`src/rtl/swi_reader_pkg.sv`:
```
// Shared definitions for the switch operand reader.
// Holds the capture FSM state encoding and the bit positions of each field
// within the debounced switch bus.
package swi_reader_pkg;

  typedef enum logic [1:0] {
    IDLE         = 2'd0,
    CAPTURE      = 2'd1,
    WAIT_RELEASE = 2'd2
  } state_t;

  localparam int LOAD_BIT  = 0;
  localparam int CLEAR_BIT = 1;
  localparam int A_LSB     = 3;
  localparam int B_LSB     = 5;
  localparam int SEL_BIT   = 7;

endpackage

```
`src/rtl/swi_debounce.sv`:
```
// One-bit synchronizer plus debouncer.
// The raw input passes through a 2-flop synchronizer. dout only takes the
// synchronized value after it has differed from dout for DEBOUNCE_CYCLES
// consecutive cycles. Steady-state latency from raw change to dout is
// 2 + DEBOUNCE_CYCLES cycles.
// Ports:
//   clk_2  - system clock
//   reset  - asynchronous, active-high reset
//   din    - raw asynchronous input
//   dout   - debounced output
module swi_debounce #(
  parameter int DEBOUNCE_CYCLES = 4
) (
  input  logic clk_2,
  input  logic reset,
  input  logic din,
  output logic dout
);

  localparam int CW = (DEBOUNCE_CYCLES > 1) ? $clog2(DEBOUNCE_CYCLES) : 1;

  logic          s1, s2;
  logic [CW-1:0] cnt;

  always_ff @(posedge clk_2 or posedge reset) begin
    if (reset) begin
      s1   <= 1'b0;
      s2   <= 1'b0;
      cnt  <= '0;
      dout <= 1'b0;
    end else begin
      s1 <= din;
      s2 <= s1;
      if (s2 == dout) begin
        cnt <= '0;
      end else if (cnt == CW'(DEBOUNCE_CYCLES - 1)) begin
        // Clearing on acceptance keeps the counter from ever wrapping.
        dout <= s2;
        cnt  <= '0;
      end else begin
        cnt <= cnt + 1'b1;
      end
    end
  end

endmodule

```
`src/rtl/swi_operand_reader.sv`:
```
// Switch operand reader: debounces the slide switches and captures 2-bit
// operands A and B on a rising edge of the debounced load key.
// Field map on swi_stable: [0] load, [1] clear, [4:3] A source,
// [6:5] B source, [7] select (0 = A, 1 = B), [2] unused.
// Optional feature macro: SWI_READER_CLEAR_EN -- a rising edge of the clear
// key while idle wipes both operands and their valid flags.
// Ports:
//   clk_2, reset         - clock, async active-high reset
//   swi                  - raw switch bus
//   swi_stable           - debounced switch bus
//   op_a, op_b           - captured operands
//   a_valid, b_valid     - operand holds a captured value
//   sel_b                - debounced select key
//   load_done            - high for the single CAPTURE cycle
//   busy                 - FSM not in IDLE
module swi_operand_reader
  import swi_reader_pkg::*;
#(
  parameter int NBITS           = 8,
  parameter int OPW             = 2,
  parameter int DEBOUNCE_CYCLES = 4
) (
  input  logic             clk_2,
  input  logic             reset,
  input  logic [NBITS-1:0] swi,
  output logic [NBITS-1:0] swi_stable,
  output logic [OPW-1:0]   op_a,
  output logic [OPW-1:0]   op_b,
  output logic             a_valid,
  output logic             b_valid,
  output logic             sel_b,
  output logic             load_done,
  output logic             busy
);

  state_t state;
  logic   prev_load;
  logic   load_rise;

  for (genvar i = 0; i < NBITS; i++) begin : g_db
    swi_debounce #(.DEBOUNCE_CYCLES(DEBOUNCE_CYCLES)) u_db (
      .clk_2 (clk_2),
      .reset (reset),
      .din   (swi[i]),
      .dout  (swi_stable[i])
    );
  end

  assign load_rise = swi_stable[LOAD_BIT] & ~prev_load;
  assign sel_b     = swi_stable[SEL_BIT];
  assign busy      = (state != IDLE);

`ifdef SWI_READER_CLEAR_EN
  logic prev_clr;
  logic clear_rise;
  assign clear_rise = swi_stable[CLEAR_BIT] & ~prev_clr;
`endif

  always_ff @(posedge clk_2 or posedge reset) begin
    if (reset) begin
      state     <= IDLE;
      prev_load <= 1'b0;
      op_a      <= '0;
      op_b      <= '0;
      a_valid   <= 1'b0;
      b_valid   <= 1'b0;
      load_done <= 1'b0;
`ifdef SWI_READER_CLEAR_EN
      prev_clr  <= 1'b0;
`endif
    end else begin
      prev_load <= swi_stable[LOAD_BIT];
      load_done <= 1'b0;
`ifdef SWI_READER_CLEAR_EN
      prev_clr  <= swi_stable[CLEAR_BIT];
`endif
      case (state)
        IDLE: begin
          // load_done is raised on entry so it is high exactly while in CAPTURE
          if (load_rise) begin
            state     <= CAPTURE;
            load_done <= 1'b1;
          end
`ifdef SWI_READER_CLEAR_EN
          // Load takes priority; a simultaneous clear edge is dropped.
          else if (clear_rise) begin
            op_a    <= '0;
            op_b    <= '0;
            a_valid <= 1'b0;
            b_valid <= 1'b0;
          end
`endif
        end
        CAPTURE: begin
          // Operands and select are sampled here, one cycle after the edge.
          if (swi_stable[SEL_BIT]) begin
            op_b    <= swi_stable[B_LSB +: OPW];
            b_valid <= 1'b1;
          end else begin
            op_a    <= swi_stable[A_LSB +: OPW];
            a_valid <= 1'b1;
          end
          state <= WAIT_RELEASE;
        end
        WAIT_RELEASE: begin
          if (!swi_stable[LOAD_BIT]) state <= IDLE;
        end
        default: state <= IDLE;
      endcase
    end
  end

endmodule

```
`config.mk`:
```
export PLATFORM = sky130hd
export DESIGN_NAME = swi_operand_reader
export DESIGN_NICKNAME = d
export VERILOG_FILES = /design/src/rtl/swi_reader_pkg.sv /design/src/rtl/swi_debounce.sv /design/src/rtl/swi_operand_reader.sv
export SDC_FILE = /design/constraint.sdc
export NUM_CORES = 1
export LEC_CHECK = 0
export CAP_MARGIN = 15
export CORE_UTILIZATION = 40
export DETAILED_ROUTE_END_ITERATION = 7
export SETUP_SLACK_MARGIN = 0.2
export SYNTH_ARGS = -nofsm -noshare
export SYNTH_HDL_FRONTEND = slang
export SYNTH_SLANG_ARGS = --single-unit
```
`constraint.sdc`:
```
create_clock -name clk_2 -period 1.6 [get_ports clk_2]
set_input_delay 0.48 -clock clk_2 [delete_from_list [all_inputs] [get_ports clk_2]]
set_output_delay 0.48 -clock clk_2 [all_outputs]
set_load 0.02 [all_outputs]
```
==> impl_metrics.tcl, run 1 <==
set metrics [dict create \
    clkLatencyLatePin_ns 0.29 \
    core.rowCount 23 \
    critical_path.slowest_cell "dfrtp_1" \
    timing.final.max_slew_violations 0 \
    coreArea_sq_um 4140 \
    grt_pass1_vias 1022 \
    cts_root_buf "clkbuf_8" \
    syn_nets 131 \
    ir_worst_vdd_mv 0.813 \
    leakage_nw 1.02 \
    synth_top_area_share_pct 69.9 \
    ios 27 \
    fp.dieH_um 68.9 \
    p_total_mw 3.99 \
    drt_iter0_markers 64 \
    fin_crit_ns 1.55 \
    maxSlewHeadroom_pct 79.1 \
    num-nets-final 166 \
    post-place-cells 187 \
    p_per_area_nw_per_um2 1860 \
    diodes 0 \
    crit_buf_inv 1 \
    min_path_cells 0 \
    place.gp.congestion 0.682 \
    final_area_sq_um 2150 \
    fmax_mhz 645 \
    regToRegSetupSlack_ns 0.27 \
    fill_cells 357 \
    r2r-start "state[0]$_DFFE_PP0P_" \
    worstReg2RegEnd "op_a[1]$_DFFE_PP0P_" \
    holdPathEnd "g_db[3].u_db.s2$_DFF_PP0_" \
    setup_tns_ns 0 \
    ant_nets 0 \
    worstSetupEndpointType "primary output" \
    ys.flop_type "dfrtp_1" \
    synth_area_leaders "dfrtp_1, ha_1, mux2_2, buf_4, mux2_1" \
    reg2reg_depth 4 \
    path_cells "or2_4, buf_6" \
    dieWidth_um 68.9 \
    dieArea_sq_um 4750 \
    clk_path_buf_depth 2 \
    grt_overflow 0 \
    grtUsageTotal_pct 13.4 \
    setup_viol 0 \
    clk_pin_slew_ns 0.09 \
    synth_largest_area_cell "dfrtp_1" \
    initial_core_util_pct 43.2 \
    worstPathRequired_ns 1.12 \
    synth_edf_count 0 \
    hold_violations 0 \
    dp_hpwl_um 1650 \
    io_buffers 26 \
    grt_max_degree 51 \
    drive_gt1_share_pct 31.1 \
    synth_cell_types 18 \
    cts_max_level 2 \
    yosys_warnings 0 \
    startpoint "state[0]$_DFFE_PP0P_" \
    grt_pass1_wl_um 4400 \
    routed_wl_um 2460 \
    yosysSeqAreaShare_pct 69.9 \
    postCtsHoldBufs 0 \
    whs_ns 0.358 \
    dr.pass1.iters 2 \
    dpl_cell_area_sq_um 2110 \
    post-route-util_pct 51.8 \
    place_ws_ns -0.0130 \
    cp_data_arrival_time_ns 1.07 \
    hp-class "reg -> reg" \
    worstMarginPinSlew_ns 0.312 \
    hold_start "g_db[3].u_db.s1$_DFF_PP0_" \
    area_delta_synth_final_pct 19.9 \
    crit_family "flip-flops" \
    cts_made_buffers 5 \
    grt.busiest_layer "met2" \
    async_flop_share_pct 100 \
    antenna_found_initial 0 \
    met1_usage_pct 14.6 \
    synth_cells 113 \
    outcome "finished, final reports clean" \
    timing.final.crit_share_pct 96.8 \
    clock_sinks 50 \
    synth.cell_area_sq_um 1790 \
    start_kind "register" \
    drc 0 \
    syn_area_per_cell_sq_um 15.8 \
    vias 925 \
    wl_per_cell_um 12.4 \
    grt_setup_unrepaired "yes" \
    gr-usage-met3_pct 4.93 \
    fin_cells 198 \
    drv_cap 0 \
    yosys_register_bits 50 \
    cts_tree "yes" \
    layout_setup_ws_ns 0.0507 \
    via_per_inst 4.67 \
    grtUsageMet2_pct 22.7 \
    finClkSkew_ns 0.00784 \
    path_max_fanout 2 \
    path_class "reg -> out" \
    cp_slowest_stage_delay_ns 0.39 \
]
[logic make-up after synthesis]
logic type / after synthesis / synth area share (%)
compound gates: 1 / 0.279
buf+inv: 10 / 3.77
simple gates: 24 / 9.01
flops: 50 / 69.9
fa+ha+maj: 8 / 5.59
xor+xnor: 8 / 3.91
mux: 12 / 7.55
[what timing repair did]
item,CTS,global route
buffers inserted,4,0
pin swaps,1,0
setup endpoints to repair,17,1
resized for setup,70,1
[how the worst max path moves through the flow]
| stage | endpoint | slack (ns) | cells past startpoint |
|---|---|---|---|
| 4_1_cts | busy | 0.05 | 2 |
| 2_1_floorplan | busy | 0.41 | 1 |
| 3_5_place_dp | busy | -0.01 | 2 |
| 6_report | busy | 0.05 | 2 |
| 5_1_grt | busy | -0.004 | 2 |
| 3_3_place_gp | busy | -0.005 | 2 |
[registers in the layout, summed over array words and instances, names as in the netlist]
signal	count
b_valid	1
op_b	2
op_a	2
state	2
prev_load	1
g_db.u_db.cnt	16
g_db.u_db.dout	8
load_done	1
a_valid	1
g_db.u_db.s1	8
g_db.u_db.s2	8
[layer usage]
layer | up-vias | part of all wire [%]
met3 | 4 | 4.8
met5 | - | 0
li1 | 438 | -
met4 | 0 | 1.3
met1 | 462 | 43
met2 | 21 | 50
[synthesized netlist by cell type, types with 2 or more instances]
library cell	number
dfrtp_1	50
buf_4	8
ha_1	8
mux2_2	8
nor3b_1	6
and2_1	4
mux2_1	4
nor2b_1	4
nor3_1	4
xnor2_1	4
xor2_1	4
inv_1	2
nand3b_1	2
[cells in the final DEF (no fill, tap or decap)]
cell             count
dfrtp_1             50
buf_2               16
clkdlybuf4s50_1      9
buf_4                9
mux2_2               8
ha_1                 8
nor3b_1              6
clkbuf_8             5
mux2_1               4
xnor2_1              4
nor3_1               4
nor2b_1              4
xor2_1               4
and2_1               4
nand3b_1             2
clkinv_2             2
inv_1                1
o21ai_0              1
nand2b_1             1
nor3b_2              1
or2_2                1
or2_4                1
clkinvlp_4           1
buf_6                1
buf_12               1
[where the power goes]
group	switching, mW	internal, mW
clock	0.368	0.294
sequential	0.204	1.66
combinational	0.729	0.733
[final cells by class]
type	instances	area (sq um)	share of cell area, %
Clock inverter	2	10.0	0.466
Multi-Input combinational cell	53	474	22.1
Inverter	2	11.3	0.524
Timing Repair Buffer	36	269	12.5
Sequential cell	50	1250	58.3
Tap cell	50	62.6	2.91
Clock buffer	5	68.8	3.21
No activity file was read; power rests on OpenSTA's default activity.
==> run 2: changes to the inputs <==
--- a/config.mk
+++ b/config.mk
@@ -6,8 +6,9 @@
 export NUM_CORES = 1
 export LEC_CHECK = 0
 export CAP_MARGIN = 15
-export CORE_UTILIZATION = 40
+export CORE_UTILIZATION = 47
 export DETAILED_ROUTE_END_ITERATION = 7
+export PLACE_DENSITY = 0.74
 export SETUP_SLACK_MARGIN = 0.2
 export SYNTH_ARGS = -nofsm -noshare
 export SYNTH_HDL_FRONTEND = slang
==> impl_metrics.tcl, run 2 (same netlist as run 1, synthesis figures left out) <==
set metrics [dict create \
    drv_cap 0 \
    initial_core_util_pct 48.9 \
    grtUsageTotal_pct 14.5 \
    dieArea_sq_um 4060 \
    place_ws_ns -0.00805 \
    drt_iter0_markers 30 \
    crit_family "flip-flops" \
    cts_made_buffers 5 \
    clock_sinks 50 \
    path_max_fanout 2 \
    cp_data_arrival_time_ns 1.07 \
    p_per_area_nw_per_um2 1900 \
    drive_gt1_share_pct 35.1 \
    clk_path_buf_depth 2 \
    routed_wl_um 2630 \
    largest_register_ffs 16 \
    vias 954 \
    grt_pass1_vias 1056 \
    dr.pass1.iters 2 \
    timing.final.max_slew_violations 0 \
    ir_worst_vdd_mv 0.906 \
    fp.dieH_um 63.7 \
    critical_path.slowest_cell "dfrtp_1" \
    drc 0 \
    setup_tns_ns 0 \
    final_area_sq_um 2220 \
    io_buffers 26 \
    dp_hpwl_um 1840 \
    clkLatencyLatePin_ns 0.29 \
    grt_overflow 0 \
    timing.final.crit_share_pct 97.1 \
    dpl_cell_area_sq_um 2110 \
    start_kind "register" \
    cp_slowest_stage_delay_ns 0.39 \
    min_path_cells 0 \
    hold_violations 0 \
    outcome "finished, final reports clean" \
    num-nets-final 171 \
    hp-class "reg -> reg" \
    worstPathRequired_ns 1.12 \
    dieWidth_um 63.7 \
    final_common_cell "dfrtp_1" \
    layout_setup_ws_ns 0.0471 \
    via_per_inst 4.72 \
    reg2reg_depth 4 \
    grt_max_degree 51 \
    fmax_mhz 644 \
    grt_pass1_wl_um 4500 \
    post-route-util_pct 60.7 \
    cts_max_level 2 \
    path_cells "or2_1, buf_6" \
    grt_setup_unrepaired "yes" \
    final_cell_mix "dfrtp_1, buf_2, buf_4" \
    place.gp.congestion 0.651 \
    crit_buf_inv 1 \
    antenna_found_initial 0 \
    core.rowCount 22 \
    fill_cells 276 \
    diodes 0 \
    cp.depth 2 \
    maxSlewHeadroom_pct 82.6 \
    worstSetupEndpointType "primary output" \
    ios 27 \
    leakage_nw 1.06 \
    ant_nets 0 \
    clk_pin_slew_ns 0.08 \
    setup_viol 0 \
    cts_tree "yes" \
    wl_per_cell_um 13.0 \
    postCtsHoldBufs 0 \
    area_delta_synth_final_pct 24.0 \
    cts_root_buf "clkbuf_8" \
    top_register "g_db.u_db.cnt" \
    fin_crit_ns 1.55 \
    worstMarginPinSlew_ns 0.261 \
    coreArea_sq_um 3660 \
    path_class "reg -> out" \
    finClkSkew_ns 0.00366 \
    p_total_mw 4.23 \
]
-- run 2: cell count changes in the layout (fill, tap and decap cells not counted), moves of 2 or more --
| cell | delta |
|---|---|
| mux2_1 | -4 |
| mux2_4 | +4 |
| buf_4 | +3 |
| buf_6 | +2 |
-- run 2: through the flow --
step | hold WS [ns] | instances
floorplan | 0.331 | 113
global placement | 0.334 | 185
detailed placement | 0.335 | 185
CTS | 0.354 | 197
global route | 0.364 | 202
finish | 0.352 | 202
-- run 2: worst paths after layout --
path / startpoint / endpoint / slack (ns)
max: state[0]$_DFFE_PP0P_ / busy / 0.05
min: g_db[2].u_db.s1$_DFF_PP0_ / g_db[2].u_db.s2$_DFF_PP0_ / 0.35
max reg2reg: state[1]$_DFFE_PP0P_ / op_b[1]$_DFFE_PP0P_ / 0.24
min reg2reg: g_db[2].u_db.s1$_DFF_PP0_ / g_db[2].u_db.s2$_DFF_PP0_ / 0.35
max in group asynchronous: reset / g_db[3].u_db.cnt[0]$_DFF_PP0_ / 0.79
min in group asynchronous: reset / g_db[1].u_db.s1$_DFF_PP0_ / 0.59
-- run 2: power by group --
part	leakage, nW	switching [mW]	internal [mW]
combinational	0.406	0.779	0.863
clock	0.0482	0.360	0.349
sequential	0.608	0.214	1.66
-- run 2: cell type report --
cell class	instances	area (sq um)	area share (%)
flip-flops and latches	50	1250	56.3
multi-input cells	53	493	22.2
repair buffers	41	314	14.1
clock buffers	7	86.3	3.89
well taps	48	60.1	2.70
inverters	2	11.3	0.507
clock inverters	1	5.00	0.225
-- run 2: what timing repair did --
action                     in CTS  in global routing
pin swaps                       0                  2
cloned                          0                  0
setup endpoints to repair      17                  6
setup buffers                   4                  5
gates resized for setup        70                  7
-- run 2: per-layer routing --
layer | vias up | global-route usage [%] | part of all wire, %
li1 | 448 | - | -
met3 | 4 | 3.26 | 3.0
met2 | 18 | 27.7 | 56
met1 | 484 | 15.4 | 40
met4 | 0 | 5.11 | 0.80
met5 | - | 0 | 0
==> run 3: changes to the inputs <==
--- a/config.mk
+++ b/config.mk
@@ -10,6 +10,7 @@
 export DETAILED_ROUTE_END_ITERATION = 7
 export PLACE_DENSITY = 0.74
 export SETUP_SLACK_MARGIN = 0.2
+export SLEW_MARGIN = 25
 export SYNTH_ARGS = -nofsm -noshare
 export SYNTH_HDL_FRONTEND = slang
 export SYNTH_SLANG_ARGS = --single-unit
==> results of run 3 <==
The final DEF is identical to that of run 2; final timing and power are the same.
